--- src/rtl/control_pkg.sv ---
// Shared encodings for the multicycle control unit: opcodes, states, mux selects.
// Build option CTRL_JAL_EN enables the JAL opcode.
package control_pkg;

  localparam logic [3:0] OP_R    = 4'h0;
  localparam logic [3:0] OP_ADDI = 4'h1;
  localparam logic [3:0] OP_LW   = 4'h2;
  localparam logic [3:0] OP_SW   = 4'h3;
  localparam logic [3:0] OP_BEQ  = 4'h4;
  localparam logic [3:0] OP_BNE  = 4'h5;
  localparam logic [3:0] OP_J    = 4'h6;
  localparam logic [3:0] OP_JAL  = 4'h7;
  localparam logic [3:0] OP_HALT = 4'hF;

  typedef enum logic [3:0] {
    S_RST,
    S_FETCH,
    S_DECODE,
    S_EXEC_R,
    S_EXEC_I,
    S_R_WB,
    S_I_WB,
    S_MEM_ADDR,
    S_MEM_READ,
    S_MEM_WB,
    S_MEM_WRITE,
    S_BRANCH,
    S_JUMP,
    S_HALT
  } state_e;

  localparam logic [1:0] ALU_ADD   = 2'b00;
  localparam logic [1:0] ALU_SUB   = 2'b01;
  localparam logic [1:0] ALU_FUNCT = 2'b10;

  localparam logic [1:0] SRCB_B      = 2'b00;
  localparam logic [1:0] SRCB_TWO    = 2'b01;
  localparam logic [1:0] SRCB_IMM    = 2'b10;
  localparam logic [1:0] SRCB_IMM_SH = 2'b11;

  localparam logic [1:0] PCS_ALU    = 2'b00;
  localparam logic [1:0] PCS_ALUOUT = 2'b01;
  localparam logic [1:0] PCS_JUMP   = 2'b10;

  localparam logic [1:0] RDST_RT   = 2'b00;
  localparam logic [1:0] RDST_RD   = 2'b01;
  localparam logic [1:0] RDST_LINK = 2'b10;

  localparam logic [1:0] M2R_ALUOUT = 2'b00;
  localparam logic [1:0] M2R_MDR    = 2'b01;
  localparam logic [1:0] M2R_PC     = 2'b10;

  typedef struct packed {
    logic       pc_write;
    logic       jump;
    logic       jump_cond;
    logic       ir_write;
    logic       mem_read;
    logic       mem_write;
    logic       iord;
    logic       reg_write;
    logic [1:0] reg_dst;
    logic [1:0] mem_to_reg;
    logic       alu_src_a;
    logic [1:0] alu_src_b;
    logic [1:0] alu_op;
    logic [1:0] pc_source;
  } ctrl_t;

endpackage

--- src/rtl/control_word_decode.sv ---
// Combinational map from (state, opcode, mem_ready) to the datapath control word.
// Link writeback in JUMP exists only with CTRL_JAL_EN.
module control_word_decode
  import control_pkg::*;
(
  input  state_e     state,
  input  logic [3:0] opcode,
  input  logic       mem_ready,
  output ctrl_t      ctrl
);

  always_comb begin
    ctrl = '0;
    unique case (state)
      S_FETCH: begin
        ctrl.mem_read = 1'b1;
        if (mem_ready) begin
          ctrl.ir_write  = 1'b1;
          ctrl.pc_write  = 1'b1;
          ctrl.alu_src_b = SRCB_TWO;
          ctrl.alu_op    = ALU_ADD;
          ctrl.pc_source = PCS_ALU;
        end
      end
      S_DECODE: begin
        ctrl.alu_src_b = SRCB_IMM_SH;
        ctrl.alu_op    = ALU_ADD;
      end
      S_EXEC_R: begin
        ctrl.alu_src_a = 1'b1;
        ctrl.alu_src_b = SRCB_B;
        ctrl.alu_op    = ALU_FUNCT;
      end
      S_EXEC_I, S_MEM_ADDR: begin
        ctrl.alu_src_a = 1'b1;
        ctrl.alu_src_b = SRCB_IMM;
        ctrl.alu_op    = ALU_ADD;
      end
      S_R_WB: begin
        ctrl.reg_write = 1'b1;
        ctrl.reg_dst   = RDST_RD;
      end
      S_I_WB: begin
        ctrl.reg_write = 1'b1;
        ctrl.reg_dst   = RDST_RT;
      end
      S_MEM_READ: begin
        ctrl.mem_read = 1'b1;
        ctrl.iord     = 1'b1;
      end
      S_MEM_WB: begin
        ctrl.reg_write  = 1'b1;
        ctrl.reg_dst    = RDST_RT;
        ctrl.mem_to_reg = M2R_MDR;
      end
      S_MEM_WRITE: begin
        ctrl.mem_write = 1'b1;
        ctrl.iord      = 1'b1;
      end
      S_BRANCH: begin
        ctrl.alu_src_a = 1'b1;
        ctrl.alu_src_b = SRCB_B;
        ctrl.alu_op    = ALU_SUB;
        ctrl.jump      = 1'b1;
        ctrl.jump_cond = (opcode == OP_BEQ);
        ctrl.pc_source = PCS_ALUOUT;
      end
      S_JUMP: begin
        ctrl.pc_write  = 1'b1;
        ctrl.pc_source = PCS_JUMP;
`ifdef CTRL_JAL_EN
        // Link is the PC already advanced in FETCH.
        if (opcode == OP_JAL) begin
          ctrl.reg_write  = 1'b1;
          ctrl.reg_dst    = RDST_LINK;
          ctrl.mem_to_reg = M2R_PC;
        end
`endif
      end
      default: ;
    endcase
  end

endmodule

--- src/rtl/multicycle_control_fsm.sv ---
// Multicycle control unit: state register, next-state logic, sticky halt flags.
// Define CTRL_JAL_EN to accept opcode 7 as JAL; otherwise it is illegal.
module multicycle_control_fsm
  import control_pkg::*;
(
  input  logic       clk,
  input  logic       reset,
  input  logic [3:0] opcode,
  input  logic       mem_ready,
  output logic       pc_write,
  output logic       jump,
  output logic       jump_cond,
  output logic       ir_write,
  output logic       mem_read,
  output logic       mem_write,
  output logic       iord,
  output logic       reg_write,
  output logic [1:0] reg_dst,
  output logic [1:0] mem_to_reg,
  output logic       alu_src_a,
  output logic [1:0] alu_src_b,
  output logic [1:0] alu_op,
  output logic [1:0] pc_source,
  output logic       halted,
  output logic       illegal
);

  state_e state_q, state_d;
  logic   halted_q, halted_d;
  logic   illegal_q, illegal_d;
  ctrl_t  ctrl;

  always_ff @(posedge clk) begin
    if (reset) begin
      state_q   <= S_RST;
      halted_q  <= 1'b0;
      illegal_q <= 1'b0;
    end else begin
      state_q   <= state_d;
      halted_q  <= halted_d;
      illegal_q <= illegal_d;
    end
  end

  always_comb begin
    state_d   = state_q;
    halted_d  = halted_q;
    illegal_d = illegal_q;
    unique case (state_q)
      S_RST:    state_d = S_FETCH;
      S_FETCH:  if (mem_ready) state_d = S_DECODE;
      S_DECODE: begin
        unique case (opcode)
          OP_R:    state_d = S_EXEC_R;
          OP_ADDI: state_d = S_EXEC_I;
          OP_LW:   state_d = S_MEM_ADDR;
          OP_SW:   state_d = S_MEM_ADDR;
          OP_BEQ:  state_d = S_BRANCH;
          OP_BNE:  state_d = S_BRANCH;
          OP_J:    state_d = S_JUMP;
`ifdef CTRL_JAL_EN
          OP_JAL:  state_d = S_JUMP;
`endif
          OP_HALT: begin
            state_d  = S_HALT;
            halted_d = 1'b1;
          end
          default: begin
            state_d   = S_HALT;
            halted_d  = 1'b1;
            illegal_d = 1'b1;
          end
        endcase
      end
      S_EXEC_R:   state_d = S_R_WB;
      S_EXEC_I:   state_d = S_I_WB;
      S_MEM_ADDR: begin
        state_d = (opcode == OP_LW) ? S_MEM_READ
                                    : S_MEM_WRITE;
      end
      S_MEM_READ:  if (mem_ready) state_d = S_MEM_WB;
      S_MEM_WRITE: if (mem_ready) state_d = S_FETCH;
      S_R_WB, S_I_WB, S_MEM_WB,
      S_BRANCH, S_JUMP: state_d = S_FETCH;
      S_HALT:  state_d = S_HALT;
      default: state_d = S_RST;
    endcase
  end

  control_word_decode u_decode (
    .state     (state_q),
    .opcode    (opcode),
    .mem_ready (mem_ready),
    .ctrl      (ctrl)
  );

  assign pc_write   = ctrl.pc_write;
  assign jump       = ctrl.jump;
  assign jump_cond  = ctrl.jump_cond;
  assign ir_write   = ctrl.ir_write;
  assign mem_read   = ctrl.mem_read;
  assign mem_write  = ctrl.mem_write;
  assign iord       = ctrl.iord;
  assign reg_write  = ctrl.reg_write;
  assign reg_dst    = ctrl.reg_dst;
  assign mem_to_reg = ctrl.mem_to_reg;
  assign alu_src_a  = ctrl.alu_src_a;
  assign alu_src_b  = ctrl.alu_src_b;
  assign alu_op     = ctrl.alu_op;
  assign pc_source  = ctrl.pc_source;
  assign halted     = halted_q;
  assign illegal    = illegal_q;

endmodule

--- config.mk ---
export PLATFORM = sky130hd
export DESIGN_NAME = multicycle_control_fsm
export DESIGN_NICKNAME = d
export VERILOG_FILES = /design/src/rtl/control_pkg.sv /design/src/rtl/control_word_decode.sv /design/src/rtl/multicycle_control_fsm.sv
export SDC_FILE = /design/constraint.sdc
export NUM_CORES = 1
export LEC_CHECK = 0
export CORE_MARGIN = 5
export CORE_UTILIZATION = 45
export CTS_CLUSTER_DIAMETER = 200
export DETAILED_ROUTE_END_ITERATION = 10
export PLACE_DENSITY = 0.91
export SYNTH_ARGS = -nofsm -noshare
export SYNTH_HDL_FRONTEND = slang
export SYNTH_HIERARCHICAL = 1
export SYNTH_SLANG_ARGS = --single-unit
--- constraint.sdc ---
create_clock -name clk -period 3.2 [get_ports clk]
set_clock_uncertainty 0.15 [all_clocks]
set_input_delay 0.32 -clock clk [delete_from_list [all_inputs] [get_ports clk]]
set_output_delay 0.32 -clock clk [all_outputs]
set_load 0.03 [all_outputs]
==> flow_metrics.tcl, run 1 <==
set metrics [dict create \
    status "finished, final reports clean" \
    cts_made_buffers 3 \
    dr.pass1.iters 4 \
    yosysMostFrequentCell "nor2_1" \
    arrival_ps 2250 \
    core_um2 1489 \
    yosysSeqAreaShare_pct 17.36 \
    post_cts_resized 0 \
    yosysTopAreaCellShare_pct 17.36 \
    tritoncts "done" \
    synth-main-ff-cell "dfxtp_1" \
    pre_cts_slack_ps 502.7 \
    synth_top_area_cell "dfxtp_1" \
    synth_area_um2 691.9 \
    fin_crit_sh_pct 85.01 \
    ys_types 38 \
    wl_per_cell_um 13.93 \
    drt_iter0_markers 12 \
    vias_per_cell 5.857 \
    grt_start_max_net_pins 21 \
    syn_area_per_cell_um2 7.283 \
    crit_fanout 7 \
    min_path_type "reg2reg" \
    io-pin-count 28 \
    yosysWarnings 6 \
    end_kind "output port" \
    finish.net_count 126 \
    timing.rr.start "state_q[2]" \
    max_cap_violations 0 \
    worstHoldStart "illegal" \
    max_stage_delay_ps 690 \
    ir_drop_mv 0.5290 \
    worstPathCellList "clkdlybuf4s50_1 > or4b_4 > nor3_2 > clkdlybuf4s50_1" \
    gp_congestion 0.9267 \
    ant_nets 0 \
    drive_above_1_share_pct 10.26 \
    rsz0062_at_grt "false" \
    wirelength_um 1853 \
    initial_core_util_pct 46.47 \
    start_kind "input port" \
    die_area_um2 2422 \
    drv_slew 0 \
    clockBufferDepth 2 \
    drc 0 \
    tightest_slew_ps 646.0 \
    finalWorstSetupSlack_ps 479.7 \
    synthTopCellsByArea "dfxtp_1 17%, nor2_1 7.6%, nand2b_1 6.3%" \
    hpwl_um 1365 \
    tns_ps 0 \
    whs_ps 316.0 \
    relSlewSlack_pct 56.88 \
    portBuffers 25 \
    num_vias 779 \
    cts_root_buf "clkbuf_4" \
    grt_antenna_before_repair 0 \
    nFillCells 151 \
    die_y_um 49.21 \
    max_freq_mhz 367.6 \
    overflow 0 \
    synth.top_cells.by_count "14 x nor2_1, 8 x a21oi_1, 7 x nand2b_1" \
    setup_viol 0 \
    holdBufCountCts 0 \
    cp_slowest_cell "clkdlybuf4s50_1" \
    clock_latency_ps 240 \
    syn2layout_area_growth_pct 36.17 \
    ys_ff_latch 6 \
    hold_viol 0 \
    period_needed_ps 2720 \
    cpMostUsedCell "clkdlybuf4s50_1" \
    diodes 0 \
    cts.sinks 6 \
    grt_util_all_layers_pct 15.45 \
    required_ps 2730 \
    synthArstFlopShare_pct 0 \
    synth-edff-count 0 \
    cellPowerDensity_nw_per_um2 938.1 \
    criticalPathCategory "in2out" \
    grt_pass1_wl_um 3077 \
    clk_pin_slew_ps 40 \
    total_leakage_power_nw 0.3119 \
    critPathLaunch "opcode[3]" \
    grt_pass1_vias 703 \
    htreeDepth 1 \
    rows 14 \
    die_w_um 49.21 \
    cts_setup_buffers 0 \
    syn_inst 95 \
]
area by class of cell:
cell class,count,area (um^2),share of cell area (%)
multi-input cells,78,503.0,53.39
clock buffers,3,22.52,2.390
well taps,16,20.02,2.125
flip-flops and latches,6,120.1,12.75
inverters,3,11.26,1.195
repair buffers,27,265.3,28.15
power by group:
group | total (mW) | internal [mW] | switching [mW]
clock | 0.0683 | 0.0423 | 0.0260
sequential | 0.197 | 0.102 | 0.0948
combinational | 0.618 | 0.276 | 0.342
per-stage QoR:
stage / util [%] / power (mW) / area (um^2) / cells
finish: 63.28 / 0.8839 / 942.2 / 133
detailed placement: 61.76 / 0.8094 / 919.6 / 130
global placement: 61.76 / 0.7871 / 919.6 / 130
CTS: 63.28 / 0.8830 / 942.2 / 133
floorplan: - / 0.6310 / 695.7 / 96
global route: 63.28 / 0.9421 / 942.2 / 133
state kept, by name (all words and copies together), names as in the netlist:
| signal | count |
|---|---|
| illegal | 1 |
| state_q | 4 |
| halted | 1 |
logic make-up after synthesis:
group           share of synthesized area, %
other cells                           0.5420
simple gates                           37.07
compound gates                         26.76
buf+inv                                10.49
flops                                  17.36
xor+xnor                               6.329
mux                                    1.447
critical path: cells and delay by family:
| kind | cells | cell delay, ps |
|---|---|---|
| AND/OR/NAND/NOR | 2 | 700 |
| buffers and inverters | 2 | 1240 |
metal layers:
layer / GRT usage [%] / wire length (um) / share of wire, % / vias to the layer above
met1: 18.83 / 830 / 45 / 361
met2: 25.54 / 870 / 47 / 33
li1: - / - / - / 381
met3: 1.529 / 123 / 6.6 / 4
met4: 9.417 / 29 / 1.6 / 0
met5: 0 / 0 / 0 / -
cells in the final DEF (no fill, tap or decap), drive strengths merged:
| master | synthesis | final |
|---|---|---|
| nand2 | 6 | 6 |
| clkbuf | 0 | 3 |
| a31o | 1 | 1 |
| a311oi | 2 | 2 |
| o21ai | 2 | 2 |
| o22ai | 1 | 1 |
| xnor2 | 4 | 4 |
| o31ai | 2 | 2 |
| nand2b | 8 | 8 |
| mux2i | 1 | 1 |
| a221oi | 1 | 1 |
| xor2 | 1 | 1 |
| conb | 1 | 2 |
| or4b | 1 | 1 |
| nand3 | 2 | 2 |
| nor4b | 2 | 2 |
| a21boi | 1 | 1 |
| o311ai | 2 | 2 |
| a211oi | 2 | 2 |
| dfxtp | 6 | 6 |
| inv | 3 | 3 |
| a32o | 1 | 1 |
| clkdlybuf4s50 | 0 | 25 |
| nor3 | 5 | 5 |
| a21o | 1 | 1 |
| nand4bb | 1 | 1 |
| buf | 9 | 2 |
| nor2b | 2 | 2 |
| a31oi | 1 | 1 |
| nor3b | 1 | 1 |
| nor2 | 14 | 14 |
| o21bai | 1 | 1 |
| nand3b | 2 | 2 |
| a21oi | 8 | 8 |
worst paths after layout:
check	to	slack, ps	cells past startpoint
worst max register to register	state_q[0]	1400	4
worst max-delay path	jump_cond	480	4
worst min register to register	illegal	320	2
worst min-delay path	illegal	320	2
Note: power is estimated with default switching activity, not from simulation.
==> run 2, diff against run 1 <==
--- a/config.mk
+++ b/config.mk
@@ -9,7 +9,7 @@
 export CORE_UTILIZATION = 45
 export CTS_CLUSTER_DIAMETER = 200
 export DETAILED_ROUTE_END_ITERATION = 10
-export PLACE_DENSITY = 0.91
+export PLACE_DENSITY_LB_ADDON = 0.12
 export SYNTH_ARGS = -nofsm -noshare
 export SYNTH_HDL_FRONTEND = slang
 export SYNTH_HIERARCHICAL = 1
==> run 2 against run 1 <==
  * Sequential power increased by 3%
  * Combinational power decreased by 3%
  * Total power decreased by 1.3%
  * Register-to-register slack about the same
  * Non-clock buffer count unchanged
  * Utilization unchanged
  * Critical path depth decreased by 1
  * Via count decreased by 3.9%
  * Clock power increased by 3.8%
  * Largest cell class unchanged
==> flow_metrics.tcl, run 2 (synthesis gave the netlist of run 1 again) <==
set metrics [dict create \
    status "finished, final reports clean" \
    wl_per_cell_um 12.82 \
    pwr-share-seq_pct 23.3 \
    tightest_slew_ps 645.2 \
    grt_util_all_layers_pct 14.33 \
    grt_start_max_net_pins 21 \
    io-pin-count 28 \
    tns_ps 0 \
    drt_iter0_markers 20 \
    portBuffers 25 \
    swShare_pct 51.79 \
    multi_input_area_um2 503.0 \
    design_area_um2 942.2 \
    dr.pass1.iters 4 \
    p_switching_uw 451.8 \
    initial_core_util_pct 46.47 \
    required_ps 2730 \
    layout_common_cells "25 x clkdlybuf4s50_1, 14 x nor2_1, 8 x a21oi_1" \
    cts.sinks 6 \
    tritoncts "done" \
    wirelength_um 1705 \
    die_y_um 49.21 \
    clockBufferDepth 2 \
    vias_per_cell 5.632 \
    p_int_uw 420.6 \
    largest_reg_flops 4 \
    max_cap_violations 0 \
    gp_congestion 0.8524 \
    crit_fanout 17 \
    ff_latch_area_um2 120.1 \
    rows 14 \
    period_needed_ps 2681 \
    ant_nets 0 \
    htreeDepth 1 \
    setup_viol 0 \
    post_cts_resized 0 \
    finish.net_count 126 \
    start_kind "flop" \
    grt_antenna_before_repair 0 \
    num_vias 749 \
    layout_commonest_cell "clkdlybuf4s50_1" \
    syn2layout_area_growth_pct 36.17 \
    cts_root_buf "clkbuf_4" \
    cts_setup_buffers 0 \
    worstPathCellList "nand2b_1 > nor4b_1 > clkdlybuf4s50_1" \
    die_w_um 49.21 \
    relSlewSlack_pct 56.93 \
    grt_pass1_wl_um 2849 \
    fin_crit_sh_pct 83.77 \
    clock_latency_ps 250 \
    overflow 0 \
    placed_area_um2 919.6 \
    diodes 0 \
    crit_buf_inv 1 \
    drv_slew 0 \
    criticalPathCategory "reg2out" \
    grt_pass1_vias 677 \
    cts_made_buffers 3 \
    ir_drop_mv 0.6302 \
    crit_family "buffers and inverters" \
    total_leakage_power_nw 0.3119 \
    regMostFlops "state_q" \
    hold_viol 0 \
    cellPowerDensity_nw_per_um2 925.9 \
    rsz0062_at_grt "false" \
    max_stage_delay_ps 730 \
    cp_slowest_cell "clkdlybuf4s50_1" \
    max_freq_mhz 373.0 \
    die_area_um2 2422 \
    p_total_uw 872.3 \
    comb_power_share_pct 68.6 \
    end_kind "output port" \
    hpwl_um 1276 \
    pwr-share-clk_pct 8.1 \
    clk_pin_slew_ps 50 \
    holdBufCountCts 0 \
    core_um2 1489 \
    arrival_ps 2210 \
    drive_above_1_share_pct 10.26 \
    drc 0 \
    min_path_type "reg2reg" \
    nFillCells 145 \
]
run 2: worst register-to-register path: cells and delay by family, from the launching register on:
family                 cells  cell delay [ps]
flip-flops                 1              690
AO/OA/AOI/OAI              3              520
buffers and inverters      1              260
AND/OR/NAND/NOR            1               60
run 2: cell type report:
cell class / instances / share of cell area, %
Sequential cell: 6 / 12.75
Inverter: 3 / 1.195
Clock buffer: 3 / 2.390
Multi-Input combinational cell: 78 / 53.39
Tap cell: 16 / 2.125
Timing Repair Buffer: 27 / 28.15
run 2: layer usage:
layer	wire length, um	global-route usage [%]	vias up
met5	0	0	-
met4	44	7.623	0
met3	139	3.976	8
met2	775	23.18	31
met1	745	16.82	325
li1	-	-	385
run 2: worst paths after layout:
kind / end / cells after the start / slack (ps) / startpoint
worst max-delay path: ir_write / 3 / 520 / state_q[0]
worst min-delay path: halted / 2 / 310 / halted
worst max register to register: state_q[0] / 5 / 1410 / state_q[0]
worst min register to register: halted / 2 / 310 / halted
run 2: per-stage QoR:
step           hold WS, ps  setup slack [ps]  cells  utilization [%]
6_report             313.2             519.4    133            63.28
3_3_place_gp         301.1             537.6    130            61.76
3_5_place_dp         314.2             520.0    130            61.76
2_1_floorplan        236.2              1100     96                -
4_1_cts              323.9             503.9    133            63.28
5_1_grt              364.4             294.6    133            63.28
run 2: power by group through the flow:
stage	clock [mW]	sequential, mW	combinational (mW)
after floorplan	0	0.147	0.484
after global placement	0	0.200	0.592
after detailed placement	0	0.204	0.599
after CTS	0.0725	0.202	0.601
after global routing	0.0803	0.216	0.643
final	0.0709	0.203	0.598
